**config.mk**
```make
export PLATFORM = sky130hd
export DESIGN_NAME = keypad_scanner_flat
export DESIGN_NICKNAME = d
export VERILOG_FILES = /design/src/rtl/keypad_pkg.sv /design/src/rtl/keypad_scanner_if.sv /design/src/rtl/keypad_row_sync.sv /design/src/rtl/keypad_scanner.sv /design/src/flat_wrapper.sv
export SDC_FILE = /design/constraint.sdc
export NUM_CORES = 1
export LEC_CHECK = 0
export BUFFER_PORTS_ARGS = -buffer_cell sky130_fd_sc_hd__buf_4
export CORE_UTILIZATION = 64
export CTS_CLUSTER_SIZE = 30
export DETAILED_ROUTE_END_ITERATION = 10
export HOLD_SLACK_MARGIN = 0.03
export PLACE_DENSITY = 0.84
export SLEW_MARGIN = 20
export SYNTH_ARGS = -nofsm -noshare
export SYNTH_HDL_FRONTEND = slang
export SYNTH_SLANG_ARGS = --single-unit
```
**constraint.sdc**
```tcl
create_clock -name clk -period 9.3 [get_ports clk]
set_input_delay 1.86 -clock clk [delete_from_list [all_inputs] [get_ports clk]]
set_output_delay 1.86 -clock clk [all_outputs]
set_load 0.02 [all_outputs]
```
**src/rtl/keypad_pkg.sv**
```systemverilog
// Shared constants, FSM state type and helpers for the keypad scanner slice.
package keypad_pkg;

  localparam int NUM_ROWS = 4;
  localparam int NUM_COLS = 3;
  localparam int KEY_W    = NUM_ROWS + NUM_COLS;

  typedef enum logic {
    RELEASED = 1'b0,
    PRESSED  = 1'b1
  } key_state_t;

  localparam logic [KEY_W-1:0] KEY_NONE = '0;

  function automatic logic [3:0] count_ones(input logic [NUM_ROWS*NUM_COLS-1:0] v);
    logic [3:0] n;
    n = '0;
    for (int i = 0; i < NUM_ROWS*NUM_COLS; i++) n = n + 4'(v[i]);
    return n;
  endfunction

endpackage

```
**src/rtl/keypad_scanner_if.sv**
```systemverilog
// Keypad matrix lines plus the committed-key outputs handed to keypad_decoder.
interface keypad_scanner_if;
  import keypad_pkg::*;

  logic [NUM_ROWS-1:0] row_in;
  logic [NUM_COLS-1:0] col_out;
  logic [KEY_W-1:0]    keypad;
  logic                key_valid;
  logic                key_held;
  logic                multi_key;

  modport master (input row_in, output col_out, keypad, key_valid, key_held, multi_key);
  modport slave  (output row_in, input col_out, keypad, key_valid, key_held, multi_key);

endinterface

```
**src/rtl/keypad_row_sync.sv**
```systemverilog
// Two-flop synchronizer for the raw row lines, synchronous active-low clear.
module keypad_row_sync #(
  parameter int WIDTH = 4
) (
  input  logic             clk,
  input  logic             rst_n,
  input  logic [WIDTH-1:0] d,
  output logic [WIDTH-1:0] q
);

  logic [WIDTH-1:0] meta;

  always_ff @(posedge clk) begin
    if (!rst_n) begin
      meta <= '0;
      q    <= '0;
    end else begin
      meta <= d;
      q    <= meta;
    end
  end

endmodule

```
**src/rtl/keypad_scanner.sv**
```systemverilog
// Column-scanning 4x3 keypad front end with frame-based debounce.
// Optional auto-repeat of key_valid when KEYPAD_AUTOREPEAT_EN is defined.
//
// state    | meaning
// RELEASED | no key committed, keypad = KEY_NONE
// PRESSED  | a key is committed and held, keypad = {row, col}
module keypad_scanner
  import keypad_pkg::*;
#(
  parameter int SCAN_DIV        = 4,
  parameter int DEBOUNCE_FRAMES = 3
`ifdef KEYPAD_AUTOREPEAT_EN
  ,
  parameter int REPEAT_FRAMES   = 8
`endif
) (
  input  logic              clk,
  input  logic              rst_n,
  keypad_scanner_if.master  bus
);

  localparam int DW  = (SCAN_DIV > 1) ? $clog2(SCAN_DIV) : 1;
  localparam int DBW = $clog2(DEBOUNCE_FRAMES + 1);

  logic [NUM_ROWS-1:0] row_s;
  logic [DW-1:0]       dwell;
  logic [1:0]          col_idx;
  logic [NUM_ROWS-1:0] cap0, cap1;
  logic                dwell_end, frame_end;

  logic [3:0]          n_contacts;
  logic [KEY_W-1:0]    code, prev_code, keypad_q;
  logic [DBW-1:0]      deb_cnt, deb_nx;
  logic                stable;

  key_state_t          state, state_nx;
  logic                commit, release_key, rep_fire;
  logic                key_valid_q, key_held_q, multi_q;

  keypad_row_sync #(.WIDTH(NUM_ROWS)) u_sync (
    .clk   (clk),
    .rst_n (rst_n),
    .d     (bus.row_in),
    .q     (row_s)
  );

  assign dwell_end = (dwell == DW'(SCAN_DIV - 1));
  assign frame_end = dwell_end && (col_idx == 2'd2);

  always_ff @(posedge clk) begin
    if (!rst_n) begin
      dwell   <= '0;
      col_idx <= '0;
      cap0    <= '0;
      cap1    <= '0;
    end else if (dwell_end) begin
      dwell   <= '0;
      col_idx <= (col_idx == 2'd2) ? 2'd0 : col_idx + 2'd1;
      if (col_idx == 2'd0) cap0 <= row_s;
      if (col_idx == 2'd1) cap1 <= row_s;
    end else begin
      dwell <= dwell + 1'b1;
    end
  end

  // Column 2 is never stored; the frame is judged on the live synchronized rows.
  assign n_contacts = count_ones({row_s, cap1, cap0});

  always_comb begin
    code = KEY_NONE;
    if (n_contacts == 4'd1) begin
      if (cap0 != '0)      code = {cap0, 3'b001};
      else if (cap1 != '0) code = {cap1, 3'b010};
      else                 code = {row_s, 3'b100};
    end
  end

  always_comb begin
    if (code == prev_code)
      deb_nx = (deb_cnt == DBW'(DEBOUNCE_FRAMES)) ? deb_cnt : deb_cnt + 1'b1;
    else
      deb_nx = DBW'(1);
  end

  assign stable = (deb_nx == DBW'(DEBOUNCE_FRAMES));

  always_comb begin
    state_nx    = state;
    commit      = 1'b0;
    release_key = 1'b0;
    case (state)
      RELEASED: begin
        if (frame_end && stable && code != KEY_NONE) begin
          commit   = 1'b1;
          state_nx = PRESSED;
        end
      end
      PRESSED: begin
        if (frame_end && stable) begin
          if (code == KEY_NONE) begin
            release_key = 1'b1;
            state_nx    = RELEASED;
          end else if (code != keypad_q) begin
            commit = 1'b1;
          end
        end
      end
      default: state_nx = RELEASED;
    endcase
  end

`ifdef KEYPAD_AUTOREPEAT_EN
  localparam int RW = $clog2(REPEAT_FRAMES + 1);
  logic [RW-1:0] rep_cnt;

  // Counts frames spent in PRESSED since the last commit.
  assign rep_fire = frame_end && (state == PRESSED) && !commit && !release_key &&
                    (rep_cnt == RW'(REPEAT_FRAMES - 1));

  always_ff @(posedge clk) begin
    if (!rst_n)                    rep_cnt <= '0;
    else if (commit || release_key) rep_cnt <= '0;
    else if (frame_end && state == PRESSED)
      rep_cnt <= rep_fire ? '0 : rep_cnt + 1'b1;
  end
`else
  assign rep_fire = 1'b0;
`endif

  always_ff @(posedge clk) begin
    if (!rst_n) begin
      state       <= RELEASED;
      prev_code   <= KEY_NONE;
      deb_cnt     <= '0;
      multi_q     <= 1'b0;
      keypad_q    <= KEY_NONE;
      key_held_q  <= 1'b0;
      key_valid_q <= 1'b0;
    end else begin
      state       <= state_nx;
      key_valid_q <= commit | rep_fire;
      if (frame_end) begin
        prev_code <= code;
        deb_cnt   <= deb_nx;
        multi_q   <= (n_contacts > 4'd1);
      end
      if (commit) begin
        keypad_q   <= code;
        key_held_q <= 1'b1;
      end else if (release_key) begin
        keypad_q   <= KEY_NONE;
        key_held_q <= 1'b0;
      end
    end
  end

  assign bus.col_out   = NUM_COLS'(1) << col_idx;
  assign bus.keypad    = keypad_q;
  assign bus.key_valid = key_valid_q;
  assign bus.key_held  = key_held_q;
  assign bus.multi_key = multi_q;

endmodule

```
**src/flat_wrapper.sv**
```systemverilog
// flat-port wrapper written by rule: the top's interface ports become plain ports
module keypad_scanner_flat import keypad_pkg::*;
#(
  parameter int SCAN_DIV        = 4,
  parameter int DEBOUNCE_FRAMES = 3

)
  (clk, rst_n, bus_row_in, bus_col_out, bus_keypad, bus_key_valid, bus_key_held, bus_multi_key);
  keypad_scanner_if bus_i ();
  input  logic clk;
  input  logic rst_n;
  input wire logic [$bits(bus_i.row_in)-1:0] bus_row_in;
  output wire logic [$bits(bus_i.col_out)-1:0] bus_col_out;
  output wire logic [$bits(bus_i.keypad)-1:0] bus_keypad;
  output wire logic [$bits(bus_i.key_valid)-1:0] bus_key_valid;
  output wire logic [$bits(bus_i.key_held)-1:0] bus_key_held;
  output wire logic [$bits(bus_i.multi_key)-1:0] bus_multi_key;
  assign bus_i.row_in = bus_row_in;
  assign bus_col_out = bus_i.col_out;
  assign bus_keypad = bus_i.keypad;
  assign bus_key_valid = bus_i.key_valid;
  assign bus_key_held = bus_i.key_held;
  assign bus_multi_key = bus_i.multi_key;
  keypad_scanner #(.SCAN_DIV(SCAN_DIV), .DEBOUNCE_FRAMES(DEBOUNCE_FRAMES)) u_core (.clk(clk), .rst_n(rst_n), .bus(bus_i));
endmodule
```
==> metrics.md <==
| Metric | Value |
|---|---|
| DP HPWL | `around 3900 um` |
| Area occupied by registers | `roughly 800 um^2` |
| Outcome | `finished clean` |
| Most frequent CP cell | `fa_1` |
| Most frequent cells in the layout | `40 x dfxtp_1, 25 x nand2_1, 22 x inv_1` |
| Final Hold Viols | `0` |
| Req. time, crit path | `~9500 ps` |
| RSZ-0062 raised after global routing | `false` |
| Crit share post-route | `0.6166` |
| Setup-failing EPs final | `0` |
| Max Cap Viol | `0` |
| Initial antenna violation count | `0` |
| Fin crit period | `around 5700 ps` |
| CTS Buf Count | `5` |
| Number of H-tree levels | `2` |
| Vias in the first global route | `1926` |
| Nets | `slightly above 300` |
| Worst Clk Skew | `7.459 ps` |
| WHS | `431.9 ps` |
| IO Port Bufs | `18` |
| Area occupied by multi-input gates | `1464 um^2` |
| Die Area | `4017 um^2` |
| Router iterations before antenna repair | `4` |
| Synth warnings | `0` |
| Clk Tree Root Cell | `clkbuf_8` |
| Seq/Total Area, Yosys | `0.3321` |
| Syn nets | `288` |
| Synth Area per Inst | `8.963 um^2` |
| Synth-to-layout area growth | `9.081%` |
| Via count | `2035` |
| Slew Limit Fails | `0` |
| Setup repair bufs after CTS | `0` |
| Residual DRC | `0` |
| Synth Flop Type | `dfxtp_1` |
| Crit-path slowest cell | `nor2_1` |
| Clk_lat worst skew | `290 ps` |
| Synth cell types | `60` |
| Core area | `between 3000 and 4000 um^2` |
| CTS tree | `built` |
| Post-Synthesis Cell Area | `2411 um^2` |
| Worst-Margin Slew | `875.7 ps` |
| WL per Instance | `15.94 um` |
| Clock Sinks | `40` |
| Gr ovfl total | `0` |
| DR vias/cell | `6.167` |
| Setup TNS | `0 ps` |
| Starting Density | `0.6952` |
| Final WL | `5260 um` |
| Die H | `63.38 um` |
| Pleak | `0.001003 uW` |
| CP Class | `reg2reg` |
| VDD IR max | `0.0001007 V` |
| Critical path fanouts, max | `11` |
| Max-Slew Margin vs Limit | `0.4149` |
| CTS Hold Buffers Added | `0` |
| Crit. End Element | `flop` |
| Fraction of layout cells with a size suffix above 1 | `0.1444` |
| Worst Hold Class | `reg2reg` |
| Fillers | `289` |
| Ports | `19` |
| Crit path cell chain | `inv_1, ha_1, inv_1, fa_1, fa_1, fa_1, fa_1, fa_1, or3b_2, o22a_1, nor2_1, a32o_1, o211ai_4, o41a_4, a22o_1` |
| Antenna Cells | `0` |
| DRT antenna net count | `0` |
| Post-synth EDFFs | `0` |
| GRT Total Usage | `0.2927` |
| Die width | `63.38 um` |
| Clock slew at reported path FFs | `~80 ps` |
| Clock Tree Buf Depth | `2` |
| Delay-heaviest family, CP | `adder cells` |
| Commonest non-fill, non-tap cell in the layout | `dfxtp_1` |
| Power Density | `129.5 nW/um^2` |
| Cells after Synth | `269` |
| Critical Path Max Stage Delay | `between 500 and 600 ps` |
| Critical Path AT | `5930 ps` |
| DR iter-0 viols | `~220` |
| Routability cong. | `about 0.9` |
| Post-CTS sizing | `0` |
| Largest net degree at the start of global routing | `37` |
| Async SR Flop Fraction | `0` |
| Crit path launch type | `flop` |
| Max Freq | `around 170 MHz` |
| # rows | `21` |
| Synth Register Bits | `40` |
| First-pass GRT wire length | `just over 9000 um` |
| Worst Path Buf+Inv | `2` |
==> stage by stage <==
| step | cells | util | worst slack [ps] | power [uW] | instance area, um^2 |
|---|---|---|---|---|---|
| finish | 330 | 0.7583 | 3566 | 340.7 | 2630 |
| global placement | 322 | 0.7323 | 3791 | 223.3 | 2540 |
| global route | 330 | 0.7583 | 3310 | 354.4 | 2630 |
| floorplan | 269 | - | 4194 | 214.3 | 2411 |
| CTS | 330 | 0.7583 | 3599 | 341.9 | 2630 |
| detailed placement | 322 | 0.7323 | 3621 | 224.6 | 2540 |
==> layer usage <==
metal	track usage	up-vias	routed length, um	part of all wire
met2	0.4508	59	2412	0.46
met1	0.4118	970	2481	0.47
met3	0.05978	8	296	0.056
met4	0.08239	0	70	0.013
li1	-	998	-	-
met5	0	-	0	0
==> worst paths after layout <==
check / from / to / slack [ps] / cells after the start
max: u_core.cap0[0] / u_core.bus.keypad[3] / 3570 / 15
min: u_core.dwell[0] / u_core.dwell[0] / 430 / 1
max reg2reg: u_core.cap0[0] / u_core.bus.keypad[3] / 3570 / 15
min reg2reg: u_core.dwell[0] / u_core.dwell[0] / 430 / 1
==> cells in the mapped netlist, types with 3 or more instances <==
library cell	count	area, um^2
a21boi_0	8	60.06
a22o_1	8	70.07
and2_1	17	106.4
buf_6	3	33.78
clkbuf_1	8	30.03
dfxtp_1	40	800.8
fa_1	7	140.1
ha_1	6	75.07
inv_1	22	82.58
nand2_1	25	93.84
nand3_1	12	60.06
nand4_1	3	18.77
nor2_1	12	45.04
nor2b_1	7	43.79
nor3_1	4	20.02
nor3b_1	3	22.52
nor4b_1	5	43.79
o211ai_1	5	37.54
o21ai_0	14	70.07
o22a_1	3	26.28
o32a_1	3	30.03
or3_1	5	31.28
xnor2_1	3	26.28
==> logic make-up after synthesis <==
kind of cell,after synthesis,synth area share
buffers and inverters,33,0.06072
xor gates and xnor gates,3,0.01090
DFF,40,0.3321
AOI/OAI and AO/OA,69,0.2356
adders and majority gates,13,0.08926
and+or+nand+nor,111,0.2714
==> cell type report <==
type,count,share of cell area
sequential,40,0.3045
multi-input combinational,196,0.5566
tap,46,0.02188
inverter,22,0.03140
timing repair buffer,18,0.05138
clock buffer,8,0.03425
==> power breakdown <==
group / leakage [uW] / switching [uW] / internal [uW]
sequential: 0.000324 / 2.30 / 174
clock: 0.0000455 / 58.7 / 60.5
combinational: 0.000633 / 27.8 / 16.9
==> flip-flops by register name, summed over array words and instances (netlist names), 2 cells and up, named ones only <==
name and count:
u_core.bus.keypad 7, u_core.cap0 4, u_core.cap1 4, u_core.col_idx 2
u_core.deb_cnt 2, u_core.dwell 2, u_core.prev_code 7, u_core.u_sync.meta 4
u_core.u_sync.q 4
Power figures use the tool's default switching activity.
